$ cat src/rtl/fetch_stage.sv
`default_nettype none
// ============================================================================
// Module : fetch_stage
// Brief  : RV32 IF stage - PC, icache request, 1-entry response buffer, IF/ID.
// Rev    : 1.0
// ============================================================================
module fetch_stage #(
    parameter logic [31:0] RESET_PC = 32'h0000_0000,
    parameter logic [31:0] BUBBLE   = 32'h0000_0000
) (
    input  logic        clk_i,
    input  logic        rst_ni,
    input  logic        dcache_stall_i,
    input  logic        mul_stall_i,
    input  logic        load_stall_i,
    input  logic        branch_stall_i,
    input  logic        branch_en_i,
    input  logic [31:0] branch_pc_i,
    output logic        ic_req_o,
    output logic [31:0] ic_addr_o,
    input  logic        ic_valid_i,
    input  logic [31:0] ic_rdata_i,
    output logic        icache_stall_o,
    output logic [31:0] fd_pc_o,
    output logic [31:0] fd_instr_o
);

    typedef enum logic [1:0] {
        IDLE = 2'd0,
        REQ  = 2'd1,
        BUF  = 2'd2
    } state_t;

    state_t      state_q, state_d;
    logic [31:0] pc_q, pc_d;
    logic [31:0] fd_pc_q, fd_pc_d;
    logic [31:0] fd_instr_q, fd_instr_d;
    logic [31:0] ibuf_q, ibuf_d;
    logic [31:0] w_instr_in;
    logic        w_pipe_frozen;
    logic        w_dec_hold;

    always_ff @(posedge clk_i or negedge rst_ni) begin
        if (!rst_ni) begin
            state_q    <= IDLE;
            pc_q       <= RESET_PC;
            fd_pc_q    <= 32'h0;
            fd_instr_q <= BUBBLE;
            ibuf_q     <= 32'h0;
        end else begin
            state_q    <= state_d;
            pc_q       <= pc_d;
            fd_pc_q    <= fd_pc_d;
            fd_instr_q <= fd_instr_d;
            ibuf_q     <= ibuf_d;
        end
    end

    assign w_pipe_frozen  = dcache_stall_i | mul_stall_i;
    assign w_dec_hold     = load_stall_i | branch_stall_i;
    assign ic_req_o       = (state_q == REQ);
    assign ic_addr_o      = pc_q;
    assign icache_stall_o = (state_q == IDLE) | ((state_q == REQ) & !ic_valid_i);
    assign w_instr_in     = (state_q == BUF) ? ibuf_q : ic_rdata_i;
    assign fd_pc_o        = fd_pc_q;
    assign fd_instr_o     = fd_instr_q;

    always_comb begin
        // IDLE always advances to REQ; no rule below can change that.
        state_d    = (state_q == IDLE) ? REQ : state_q;
        pc_d       = pc_q;
        fd_pc_d    = fd_pc_q;
        fd_instr_d = fd_instr_q;
        ibuf_d     = ibuf_q;

        if (w_pipe_frozen) begin
            if ((state_q == REQ) && ic_valid_i) begin
                ibuf_d  = ic_rdata_i;
                state_d = BUF;
            end
        end else if (icache_stall_o) begin
            // Waiting on an outstanding miss; a pending redirect is retried later.
        end else if (branch_en_i) begin
            fd_pc_d    = 32'h0;
            fd_instr_d = BUBBLE;
            pc_d       = {branch_pc_i[31:2], 2'b00};
            state_d    = REQ;
        end else if (w_dec_hold) begin
            if (state_q == REQ) begin
                ibuf_d  = ic_rdata_i;
                state_d = BUF;
            end
        end else begin
            fd_pc_d    = pc_q;
            fd_instr_d = w_instr_in;
            pc_d       = pc_q + 32'd4;
            state_d    = REQ;
        end
    end

endmodule
`default_nettype wire

$ cat config.mk
export PLATFORM = sky130hd
export DESIGN_NAME = fetch_stage
export DESIGN_NICKNAME = d
export VERILOG_FILES = /design/src/rtl/fetch_stage.sv
export SDC_FILE = /design/constraint.sdc
export NUM_CORES = 1
export LEC_CHECK = 0
export BUFFER_PORTS_ARGS = -buffer_cell sky130_fd_sc_hd__buf_2
export CAP_MARGIN = 0
export CORE_AREA = 5 5 123 125
export DETAILED_ROUTE_END_ITERATION = 7
export DIE_AREA = 0 0 128 130
export PLACE_DENSITY = 0.69
export SYNTH_ARGS = -nofsm -noshare
export SYNTH_HDL_FRONTEND = slang
export SYNTH_SLANG_ARGS = --single-unit
$ cat constraint.sdc
create_clock -name clk_i -period 2.49 [get_ports clk_i]
set_clock_uncertainty 0.05 [all_clocks]
set_input_delay 0.6225 -clock clk_i [delete_from_list [all_inputs] [get_ports clk_i]]
set_output_delay 0.6225 -clock clk_i [all_outputs]
set_load 0.1 [all_outputs]
==> flow_summary.yaml <==
sta:
  min_period_over_period: 0.960
  hold_viol: 0
  final-max-slew-violation-count: 0
  max_freq_ghz: 0.418
  final-setup-viol-count: 0
  timing.setup.tns_ps: 0
  tightest_slew_ps: 521
  slew_headroom: 0.650
  rsz0062_at_grt: "false"
  final_critical_period_ps: 2390
cells_and_area:
  layout.core_utilization: 0.566
  layout_common_cells: "buf_2 (163), dfrtp_1 (118), nand2_1 (99), o21ai_0 (48), mux2i_1 (35)"
  syn_to_final_growth_pct: 27.5
  fillerInstances: 1246
  layout_commonest_cell: "buf_2"
  final_net_count: 831
  drive_above_1_share: 0.353
  n_antenna_cell: 0
logic_synthesis:
  postSynthAreaPerCell_sq_um: 10.3
  postSynthRegisterBits: 127
  yosysSeqAreaShare: 0.520
  syn_inst: 593
  synth.largest_area_cell: "dfrtp_1"
  fraction_of_registers_with_async_set_reset: 1.00
  synth_enable_flop_cells: 0
  synth_area_leaders: "dfrtp_1 (52%), nand2_1 (6.1%), mux2_2 (5.9%)"
  synth-warning-count: 0
  synth.distinct_cells: 61
  synthFlopType: "dfrtp_1"
  yosys.area.top_type_share: 0.520
  netlist_area_sq_um: 6110
floorplan:
  die_h_um: 130
  placementRows: 43
  die_extent_in_x_um: 128
  dieArea_sq_um: 16600
  fp.coreArea_sq_um: 13800
  num_io_pins: 170
  initial_core_utilization: 0.444
clock_tree:
  cts_htree_levels: 4
  clock-sinks: 127
  post-cts-setup-buffer-count: 0
  cts.reportedPaths.clkPinSlew_ps: 50
  cts_max_path_buffers: 2
  cts_hold_buf: 0
  root_buffer: "clkbuf_16"
  clock_insertion_delay_worst_skew_ps: 410
  numCtsBuffers: 17
  tritoncts_clock_tree: "done"
global_route:
  grt.overflow.total: 0
  grt_start_max_net_pins: 70
  grt_pass1_wl_um: 26800
  antenna_found_initial: 0
  grt.total_usage: 0.203
  vias_in_the_first_global_route: 5361
detailed_routing:
  remaining_drc_errors: 0
  dr.pass1.iters: 4
  route.final.wire_length_um: 16400
  post_drt_wl_per_cell_um: 17.3
  routed-via-count: 5197
  avgViaCountPerCell: 5.50
  detail-route-antenna-nets: 0
  detailedRoute.firstIterationViolations: 313
placed_design:
  port_buffers: 165
  globalplace.congestion: 0.848
  dpl.hpwl_um: 11700
worst_hold_path:
  worst_hold_path_type: "in -> async"
worst_setup_path:
  category_of_the_worst_setup_path_launch_point: "register"
  critPathRequiredTime_ps: 1820
  worstPathBufferInverterCount: 2
  worst-endpoint-arrival_ps: 1720
  critical_path.slowest_cell: "dfrtp_2"
  cp_cell_sequence: "inv_1, ha_2, nor2b_2, or2_2, buf_12"
  critPathTopFamily: "simple AND/OR/NAND/NOR gates"
  slowest_delay_ps: 400
  cp-end-kind: "output port"
  worstSetupPathType: "reg -> out"
  critPathMaxFanout: 5
flow_run:
  cap_violations: 0
status:
  status: "completed"
synthesized netlist by cell type, types with 7 or more instances:
cell and instances:
nor3_1 12, buf_2 14, a211oi_1 8, dfrtp_1 127, nor4_1 8, nor2_1 18, nand3_1 11, o31ai_1 32
or3_1 14, nand2_1 99, mux2i_1 35, clkbuf_1 23, and3_1 12, mux2_2 32, a311oi_1 7, a21oi_1 13
o21ai_0 48
stage by stage:
| stage | instance area (sq um) | setup WS [ps] | hold WS (ps) | instances |
|---|---|---|---|---|
| floorplan | 6130 | 3.99 | 277 | 594 |
| global placement | 7220 | 49.7 | 406 | 915 |
| detailed placement | 7220 | -12.3 | 414 | 915 |
| CTS | 7790 | 36.3 | 59.6 | 945 |
| global route | 7790 | 26.4 | 82.8 | 945 |
| finish | 7790 | 98.9 | 65.7 | 945 |
state kept, by name, summed over array words and instances (netlist names):
register / flops
fd_instr_o: 32
fd_pc_o: 31
ibuf_q: 32
ic_addr_o: 30
state_q: 2
repair_timing:
| action | CTS | global route |
|---|---|---|
| gates resized for setup | 1 | 1 |
| setup endpoints to repair | 1 | 2 |
| pin swaps | 0 | 1 |
worst paths after layout:
kind / startpoint / endpoint / slack, ps / depth (start not counted)
min: rst_ni / fd_pc_o[18]$_DFFE_PN0P_ / 70 / 1
min in group clk_i: ic_rdata_i[8] / ibuf_q[8]$_DFFE_PN0P_ / 410 / 2
max in group asynchronous: rst_ni / ic_addr_o[2]$_DFFE_PN0P_ / 1620 / 2
min reg2reg: fd_pc_o[26]$_DFFE_PN0P_ / fd_pc_o[26]$_DFFE_PN0P_ / 420 / 1
max reg2reg: state_q[0]$_DFF_PN0_ / ic_addr_o[4]$_DFFE_PN0P_ / 220 / 6
max: state_q[1]$_DFF_PN0_ / icache_stall_o / 100 / 5
worst register-to-register path: stages, from the launching register on:
cell and delay, ps:
dfrtp_1 360, inv_1 90, ha_1 300, or4_4 740, buf_4 290, o21ai_0 190
o21ai_0 110
layer usage:
layer / global-route usage / wire (um)
met3: 0.0454 / 898
met1: 0.245 / 6790
met5: 0 / 0
met4: 0.0805 / 351
met2: 0.353 / 8330
area by class of cell:
type                    count  area [sq um]  share of cell area
flip-flops and latches    127          3190               0.409
multi-input cells         414          2700               0.346
repair buffers            189          1090               0.140
clock buffers              23           458              0.0588
well taps                 180           225              0.0289
clock inverters             7           113              0.0144
inverters                   5          18.8             0.00241
logic make-up after synthesis:
logic type,share of synthesized area
AOI/OAI and AO/OA,0.158
adders and majority gates,0.0102
buffers and inverters,0.0428
and+or+nand+nor,0.152
other,0.000613
DFF,0.520
muxes,0.116
Power is not shown: default switching activity piles up to over one toggle a cycle in this logic, so the estimate is an artifact.
